File: src/rtl/mips_ifu_if.sv
`default_nettype none
// +-----------------------------------------------------------------------+
// | mips_ifu_if : fetch-unit bundle (imem port + decode/control handshake) |
// | Rev 1.0                                                               |
// +-----------------------------------------------------------------------+
interface mips_ifu_if;
    logic [1:0]  pc_src;
    logic        zero;
    logic [31:0] rs_data;
    logic        instr_ready;
    logic        imem_req;
    logic [31:0] imem_addr;
    logic        imem_rvalid;
    logic [31:0] imem_rdata;
    logic [31:0] instr;
    logic        instr_valid;
    logic [31:0] pc;
    logic [31:0] pc_plus8;
    logic        misalign;
    logic [31:0] instret;

    modport master (
        input  pc_src, zero, rs_data, instr_ready, imem_rvalid, imem_rdata,
        output imem_req, imem_addr, instr, instr_valid, pc, pc_plus8,
               misalign, instret
    );

    modport slave (
        output pc_src, zero, rs_data, instr_ready, imem_rvalid, imem_rdata,
        input  imem_req, imem_addr, instr, instr_valid, pc, pc_plus8,
               misalign, instret
    );
endinterface
`default_nettype wire

File: src/rtl/mips_ifu.sv
`default_nettype none
// +-----------------------------------------------------------------------+
// | mips_ifu : instruction fetch unit, PC register and next-PC selection  |
// | Rev 1.0                                                               |
// +-----------------------------------------------------------------------+
module mips_ifu #(
    parameter logic [31:0] RESET_PC = 32'h0000_3000
) (
    input  wire logic   clk,
    input  wire logic   reset,
    mips_ifu_if.master  bus
);

    typedef enum logic [1:0] {
        FETCH = 2'd0,
        WAIT  = 2'd1,
        VALID = 2'd2
    } state_t;

    state_t      state_q, state_d;
    logic [31:0] pc_q, pc_d;
    logic [31:0] instr_q, instr_d;
    logic [31:0] instret_q, instret_d;
    logic        misalign_q, misalign_d;

    logic        handshake;
    logic [31:0] p4;
    logic [31:0] br_off;
    logic [31:0] npc;

    always_comb begin
        p4     = pc_q + 32'd4;
        br_off = {{14{instr_q[15]}}, instr_q[15:0], 2'b00};
        unique case (bus.pc_src)
            2'd0:    npc = p4;
            2'd1:    npc = bus.zero ? (p4 + br_off) : p4;
            2'd2:    npc = {p4[31:28], instr_q[25:0], 2'b00};
            default: npc = {bus.rs_data[31:2], 2'b00};
        endcase
    end

    always_comb begin
        state_d    = state_q;
        pc_d       = pc_q;
        instr_d    = instr_q;
        instret_d  = instret_q;
        misalign_d = 1'b0;
        handshake  = 1'b0;
        unique case (state_q)
            FETCH: state_d = WAIT;
            WAIT: begin
                if (bus.imem_rvalid) begin
                    instr_d = bus.imem_rdata;
                    state_d = VALID;
                end
            end
            VALID: begin
                if (bus.instr_ready) begin
                    handshake  = 1'b1;
                    pc_d       = npc;
                    instret_d  = instret_q + 32'd1;
                    misalign_d = (bus.pc_src == 2'd3) && (bus.rs_data[1:0] != 2'b00);
                    state_d    = FETCH;
                end
            end
            default: state_d = FETCH;
        endcase
    end

    always_ff @(posedge clk) begin
        if (reset) begin
            state_q    <= FETCH;
            pc_q       <= RESET_PC;
            instr_q    <= 32'd0;
            instret_q  <= 32'd0;
            misalign_q <= 1'b0;
        end else begin
            state_q    <= state_d;
            pc_q       <= pc_d;
            instr_q    <= instr_d;
            instret_q  <= instret_d;
            misalign_q <= misalign_d;
        end
    end

    // The request is gated by reset so nothing is issued while reset is held.
    assign bus.imem_req    = (state_q == FETCH) && !reset;
    assign bus.imem_addr   = pc_q;
    assign bus.instr       = instr_q;
    assign bus.instr_valid = (state_q == VALID);
    assign bus.pc          = pc_q;
    assign bus.pc_plus8    = pc_q + 32'd8;
    assign bus.misalign    = misalign_q;
    assign bus.instret     = instret_q;

endmodule
`default_nettype wire

File: src/flat_wrapper.sv
// flat-port wrapper written by rule: the top's interface ports become plain ports
module mips_ifu_flat 
#(
    parameter logic [31:0] RESET_PC = 32'h0000_3000
)
  (clk, reset, bus_pc_src, bus_zero, bus_rs_data, bus_instr_ready, bus_imem_rvalid, bus_imem_rdata, bus_imem_req, bus_imem_addr, bus_instr, bus_instr_valid, bus_pc, bus_pc_plus8, bus_misalign, bus_instret);
  mips_ifu_if bus_i ();
  input  wire logic clk;
  input  wire logic reset;
  input wire logic [$bits(bus_i.pc_src)-1:0] bus_pc_src;
  input wire logic [$bits(bus_i.zero)-1:0] bus_zero;
  input wire logic [$bits(bus_i.rs_data)-1:0] bus_rs_data;
  input wire logic [$bits(bus_i.instr_ready)-1:0] bus_instr_ready;
  input wire logic [$bits(bus_i.imem_rvalid)-1:0] bus_imem_rvalid;
  input wire logic [$bits(bus_i.imem_rdata)-1:0] bus_imem_rdata;
  output wire logic [$bits(bus_i.imem_req)-1:0] bus_imem_req;
  output wire logic [$bits(bus_i.imem_addr)-1:0] bus_imem_addr;
  output wire logic [$bits(bus_i.instr)-1:0] bus_instr;
  output wire logic [$bits(bus_i.instr_valid)-1:0] bus_instr_valid;
  output wire logic [$bits(bus_i.pc)-1:0] bus_pc;
  output wire logic [$bits(bus_i.pc_plus8)-1:0] bus_pc_plus8;
  output wire logic [$bits(bus_i.misalign)-1:0] bus_misalign;
  output wire logic [$bits(bus_i.instret)-1:0] bus_instret;
  assign bus_i.pc_src = bus_pc_src;
  assign bus_i.zero = bus_zero;
  assign bus_i.rs_data = bus_rs_data;
  assign bus_i.instr_ready = bus_instr_ready;
  assign bus_i.imem_rvalid = bus_imem_rvalid;
  assign bus_i.imem_rdata = bus_imem_rdata;
  assign bus_imem_req = bus_i.imem_req;
  assign bus_imem_addr = bus_i.imem_addr;
  assign bus_instr = bus_i.instr;
  assign bus_instr_valid = bus_i.instr_valid;
  assign bus_pc = bus_i.pc;
  assign bus_pc_plus8 = bus_i.pc_plus8;
  assign bus_misalign = bus_i.misalign;
  assign bus_instret = bus_i.instret;
  mips_ifu #(.RESET_PC(RESET_PC)) u_core (.clk(clk), .reset(reset), .bus(bus_i));
endmodule
File: config.mk
export PLATFORM = sky130hd
export DESIGN_NAME = mips_ifu_flat
export DESIGN_NICKNAME = d
export VERILOG_FILES = /design/src/rtl/mips_ifu_if.sv /design/src/rtl/mips_ifu.sv /design/src/flat_wrapper.sv
export SDC_FILE = /design/constraint.sdc
export NUM_CORES = 1
export LEC_CHECK = 0
export CORE_ASPECT_RATIO = 1.2
export CORE_MARGIN = 4
export CORE_UTILIZATION = 50
export CTS_CLUSTER_SIZE = 8
export DETAILED_ROUTE_END_ITERATION = 10
export PLACE_DENSITY = 0.82
export SYNTH_ARGS = -nofsm -noshare
export SYNTH_HDL_FRONTEND = slang
export SYNTH_SLANG_ARGS = --single-unit
File: constraint.sdc
create_clock -name clk -period 6.4 [get_ports clk]
set_input_delay 1.28 -clock clk [delete_from_list [all_inputs] [get_ports clk]]
set_output_delay 1.28 -clock clk [all_outputs]
set_load 0.05 [all_outputs]
==> run metrics, run 1 <==
status finished clean; pin count of the biggest net entering global routing 92; Synth Register Bits 97; Core Region roughly 15000 sq um; PnR worst setup slack roughly 1.6 ns; Clk pin slew, worst setup/hold paths 0.07 ns; max layer used met4; worst skew pair latency 0.35 ns; die width 120 microns; DR WL met3 2610 microns; number of synthesized flops with an enable pin 0; met1 wire length 10100 microns; clk root buf clkbuf_16; DR vias 7949; Syn Inst Count 1011; Slew @ Worst Pin 1.08 ns; worst vdd ir 0.148 mV; fillers 1278; initial antenna violation count 0; fmax approximately 0.21 GHz; Post-Route Setup TNS 0 ns; Setup Viol. Count Final 0; Die ar. 17200 sq um; met2 wire len 12000 microns; Slew HR 28.1%; first-pass GRT wire length around 40000 microns; TritonRoute pass-1 iters 5; commonest non-fill, non-tap cell in the layout clkdlybuf4s50_1; vias per cell 5.83; post-route ant nets 0; GRT Util Overall 28.5%; Post-Place Setup Slack 1.80 ns; post-layout util 67.9%; share of cells above drive strength 1 3.53%; Post-synth ARST share 0%; Compound-Gate Fraction of Synth Area 18.9%; mux cell area share after synthesis 3.86%; Hold-fix buffers, CTS 0; synthesized area per cell roughly 7.5 sq um; Final Net Count 1266; Cell Pwr Density ~160 nW/um^2; Adder-Cell Fraction of Synth Area 6.23%; internal power 1.06 mW; max-slew violation count 0; Mapped Area around 7600 sq um; RSZ-0062 raised after global routing false; # diodes 0; Critical R2R Launch u_core.bus.imem_addr[2]$_SDFFE_PP0P_; Post-CTS Setup Bufs 0; Seq/Total Area, Yosys 25.7%; Reg power frac 41.5%; # H-tree levels 3; Ys Warns 0; min Tclk post-route 4.84 ns; vias in the first global route about 7600; max cap viols 0; Clock Tree Buf Depth 2; CP Data Arrival Time 3.56 ns; CTS Sinks 97; Required @ worst endpoint 5.12 ns; Worst Clk Skew 0.0129 ns; most frequent cells in the layout 225 x clkdlybuf4s50_1, 168 x nand2_1, 97 x dfxtp_1; Netlist cell types 69; area grow syn2layout 31.1%; I/O pin count ~230; TritonCTS clock tree done; gpl congestion 0.906; Detail Placement HPWL 18800 microns; CTS resizes 0; Critical Path Source u_core.bus.imem_addr[4]$_SDFFE_PP0P_; largest family of logic cells by synthesized area simple AND/OR/NAND/NOR gates; Buffers on Ports roughly 230; Total Power 1.55 mW; initial core utilization between 50% and 60%; total routed wirelength 25400 microns; Final period util 75.6%; combinational fraction of design power 20.7%; CP Max Fanout 13; DRC Markers 0; worst min-delay path category reg -> reg; power share of the clock group 37.8%; Most used DFF post-synth dfxtp_1; gr ovfl total 0; crit end category output port; Net Sw Frac 31.5%; hold path startpoint u_core.bus.instr[26]$_SDFFE_PP0P_; row cnt 48; 1st-iter DRT viols between 500 and 600; wire length per cell 18.7 microns; P_leak 3.88 nW; Synth Area in XOR/XNOR 11.4%; Die Span Y 143 microns; Psw roughly 490 uW; CTS Buf Count 9; critical path class reg -> out; Post-Synth Simple-Gate Area 25.9%; Fin. Hold Viols 0; Critical Path Start Type flop
metrics by stage:
step,std cells,area [sq um],hold slack (ns)
detailed placement,1347,9590,0.448
floorplan,1016,7580,0.461
global placement,1347,9590,0.441
global route,1363,9900,0.480
CTS,1363,9900,0.457
finish,1363,9900,0.455
flip-flops by register name, indices dropped and copies added, names as in the netlist:
register / cells
u_core.bus.imem_addr: 30
u_core.bus.instr: 32
u_core.bus.misalign: 1
u_core.state_q: 2
u_core.bus.instret: 32
layer usage:
metal / GRT usage [%] / vias up
met2: 48.5 / 389
met5: 0 / -
met3: 7.33 / 52
met4: 9.90 / 0
met1: 35.2 / 3719
li1: - / 3789
final cells by class:
class                   instances  area, sq um  area share [%]
well taps                     200          250            2.53
flip-flops and latches         97         1940            19.6
clock inverters                 6         80.1           0.808
multi-input cells             802         5030            50.8
inverters                      15         56.3           0.568
clock buffers                  10          239            2.41
repair buffers                233         2310            23.3
power by group through the flow:
stage                     Sequential, mW  Combinational, mW  Clock [mW]
after CTS                          0.642              0.318       0.597
final                              0.643              0.321       0.586
after global placement             0.656              0.315           0
after detailed placement           0.657              0.317           0
after global routing               0.646              0.340       0.617
after floorplan                    0.691              0.166           0
cell usage after synthesis, types with 2 or more instances:
| cell | n | area, sq um |
|---|---|---|
| nand2_1 | 168 | 631 |
| dfxtp_1 | 97 | 1940 |
| nor2_1 | 92 | 345 |
| a21oi_1 | 80 | 400 |
| xor2_1 | 56 | 490 |
| clkbuf_1 | 44 | 165 |
| o21ai_0 | 42 | 210 |
| xnor2_1 | 42 | 368 |
| buf_4 | 38 | 285 |
| ha_1 | 36 | 450 |
| nand3_1 | 35 | 175 |
| mux2i_1 | 28 | 280 |
| nand4_1 | 21 | 131 |
| a21o_1 | 15 | 113 |
| inv_1 | 15 | 56.3 |
| buf_2 | 14 | 70.1 |
| a211oi_1 | 13 | 97.6 |
| and3_1 | 13 | 81.3 |
| nor3_1 | 12 | 60.1 |
| and2_1 | 10 | 62.6 |
| nand2b_1 | 10 | 62.6 |
| or3_1 | 10 | 62.6 |
| a31oi_1 | 8 | 50.1 |
| o211ai_1 | 8 | 60.1 |
| a211o_1 | 7 | 61.3 |
| and4_1 | 7 | 61.3 |
| a311oi_1 | 6 | 52.6 |
| o21a_1 | 6 | 45.0 |
| o31ai_1 | 6 | 45.0 |
| a221oi_1 | 5 | 43.8 |
| buf_1 | 5 | 18.8 |
| nor2b_1 | 5 | 31.3 |
| a221o_1 | 4 | 40.0 |
| nor3b_1 | 4 | 30.0 |
| nor4_1 | 4 | 25.0 |
| o311ai_0 | 3 | 26.3 |
| or2_2 | 3 | 18.8 |
| a21boi_0 | 2 | 15.0 |
| a31o_2 | 2 | 17.5 |
| a32o_1 | 2 | 20.0 |
| nand3b_1 | 2 | 15.0 |
| o2111ai_1 | 2 | 17.5 |
| o21bai_1 | 2 | 15.0 |
| o221ai_1 | 2 | 17.5 |
worst max-delay path, stage by stage, from the launching register on:
cell and delay [ns]:
dfxtp_1 0.46, ha_1 0.31, nand3_4 0.14, nor4_4 0.85, and3_1 0.36, nand3_1 0.11
xnor2_1 0.16, clkdlybuf4s50_1 0.81
final timing paths:
check / to / slack, ns / cells after the start
max reg2reg: u_core.bus.imem_addr[31]$_SDFFE_PP0P_ / 1.69 / 14
min: u_core.bus.instr[26]$_SDFFE_PP0P_ / 0.45 / 2
max: bus_pc_plus8[29] / 1.56 / 7
min reg2reg: u_core.bus.instr[26]$_SDFFE_PP0P_ / 0.45 / 2
logic make-up after synthesis:
family	Yosys count
and+or+nand+nor	409
AOI/OAI and AO/OA	223
buffers and inverters	117
xor gates and xnor gates	98
DFF	97
adders and majority gates	37
muxes	29
other	1
No activity file was read; power rests on OpenSTA's default activity.
==> inputs of run 2 (changes only) <==
CORE_UTILIZATION = 43   (was 50)
PLACE_DENSITY = 0.75   (was 0.82)
clock period = 4.4 ns   (was 6.4 ns; I/O delays follow)
==> run metrics, run 2 (same netlist as run 1, synthesis figures left out) <==
status finished clean; Core Region 17000 sq um (+17%); DR vias 8010 (+0.77%); GRT Util Overall 25.8% (-2.7 points); wire length per cell 18.8 microns (+0.61%); Critical Path Source u_core.bus.imem_addr[3]$_SDFFE_PP0P_; Critical Path Start Type flop; combinational fraction of design power 21.5% (+0.8 points); critical path class reg -> out; CP Max Fanout 7 (-6); Detail Placement HPWL 20100 microns (+6.5%); Slew @ Worst Pin 1.01 ns (-0.0646 ns); power share of the clock group 36.9% (-0.9 points); clk root buf clkbuf_16; Clk pin slew, worst setup/hold paths 0.07 ns (about the same); die width 129 microns (+7.3%); Setup Viol. Count Final 0 (unchanged); Post-Route Setup TNS 0 ns (unchanged); vias in the first global route 7543 (-0.36%); vias per cell 5.74 (-1.6%); Worst R2R Setup Slack 0.30 ns (-1.39 ns); TritonRoute pass-1 iters 6 (+1); P_leak 3.97 nW (+2.2%); # H-tree levels 3 (unchanged); worst vdd ir 0.231 mV (+55%); most frequent cells in the layout 223 x clkdlybuf4s50_1, 168 x nand2_1, 97 x dfxtp_1; Post-Place Setup Slack 0.341 ns (-1.46 ns); DRC Markers 0 (unchanged); Slew HR 32.5% (+4.4 points); TritonCTS clock tree done; Clock Tree Buf Depth 2 (unchanged); Critical R2R Launch u_core.bus.imem_addr[3]$_SDFFE_PP0P_; 1st-iter DRT viols 694 (+29%); # diodes 0 (unchanged); Fin. Hold Viols 0 (unchanged); CTS Sinks 97 (unchanged); CP Data Arrival Time 3.31 ns (-0.25 ns); first-pass GRT wire length 40800 microns (+3.1%); pin count of the biggest net entering global routing 92 (unchanged); Placed Instance Area 9730 sq um (+1.5%); Final Cell Area 10000 sq um (+1.3%); total routed wirelength 26200 microns (+3.0%); Reg2Reg Depth 14 (unchanged); commonest non-fill, non-tap cell in the layout clkdlybuf4s50_1; hold path startpoint u_core.bus.instr[28]$_SDFFE_PP0P_; Net Sw Frac 33.3% (+1.8 points); I/O pin count 234 (unchanged); Buffers on Ports 227 (unchanged); post-route ant nets 0 (unchanged); worst hold margin 0.454 ns (-0.000667 ns); gr ovfl total 0 (unchanged); max cap viols 0 (unchanged); Die ar. 19800 sq um (+15%); Total Power 2.23 mW (+44%); row cnt 52 (+8.3%); worst skew pair latency 0.36 ns (about the same); RSZ-0062 raised after global routing false; internal power 1.49 mW (+40%); Required @ worst endpoint 3.52 ns (-1.60 ns); Reg power frac 41.6% (about the same); initial core utilization 44.3% (-7.4 points); initial antenna violation count 0 (unchanged); crit end category output port; Post-CTS Setup Bufs 0 (unchanged); worst min-delay path category reg -> reg; Die Span Y 153 microns (+7.4%); CTS Buf Count 9 (unchanged); gpl congestion 0.975 (+7.7%); Final period util 95.3%; max-slew violation count 0 (unchanged); share of cells above drive strength 1 5.17% (+1.6 points); Worst Clk Skew 0.00628 ns (-0.00667 ns); min Tclk post-route between 4 and 5 ns; area grow syn2layout 32.8%; cell depth of the worst hold path 2 (unchanged); Cell Pwr Density 222 nW/um^2 (+42%); PnR worst setup slack 0.205 ns (-1.36 ns); Final Net Count 1283 (+1.3%); fmax approximately 0.24 GHz; Psw 742 uW (+52%)
==> run 2: path summary, 6_finish.rpt <==
check                                           to
max                               bus_pc_plus8[23]
min              u_core.bus.instr[28]$_SDFFE_PP0P_
max reg2reg  u_core.bus.imem_addr[27]$_SDFFE_PP0P_
min reg2reg      u_core.bus.instr[28]$_SDFFE_PP0P_
==> run 2: worst max-delay path, stage by stage (launching register included) <==
cell	delay (ns)
dfxtp_1	0.45
ha_1	0.29
nand3_4	0.13
nor4_4	0.58
buf_4	0.27
nand2_1	0.09
nor2_1	0.14
xor2_1	0.17
clkdlybuf4s50_1	0.82
==> run 2: final cells by class <==
cell class              count  area [sq um]
repair buffers            250          2430
inverters                  15          56.3
well taps                 216           270
fillers                  1618          7010
multi-input cells         802          5030
clock buffers               9           225
clock inverters             7          76.3
flip-flops and latches     97          1940
==> run 2: metrics by stage <==
stage | std cells | util [%]
2_1_floorplan | 1016 | -
3_3_place_gp | 1380 | 57.1
3_5_place_dp | 1380 | 57.1
4_1_cts | 1396 | 58.8
5_1_grt | 1396 | 58.9
6_report | 1396 | 58.9
==> run 2: timing repair <==
| action | in CTS | in global routing |
|---|---|---|
| gates resized for setup | 0 | 1 |
| hold buffers | 0 | 0 |
| endpoints found under the setup margin | 0 | 1 |
==> run 2: per-layer routing <==
metal / vias to the layer above / track usage, % / routed length [microns]
met1: 3759 / 33.1 / 10900
met3: 46 / 6.67 / 2230
met4: 0 / 9.25 / 798
li1: 3835 / - / -
met5: - / 0 / 0
met2: 370 / 41.7 / 12300
==> run 2: power groups by stage <==
stage	Combinational [mW]	Clock [mW]	Sequential (mW)
3_3_place_gp	0.473	0	0.947
2_1_floorplan	0.241	0	1.01
6_report	0.478	0.821	0.928
5_1_grt	0.509	0.880	0.931
3_5_place_dp	0.475	0	0.948
4_1_cts	0.477	0.840	0.927
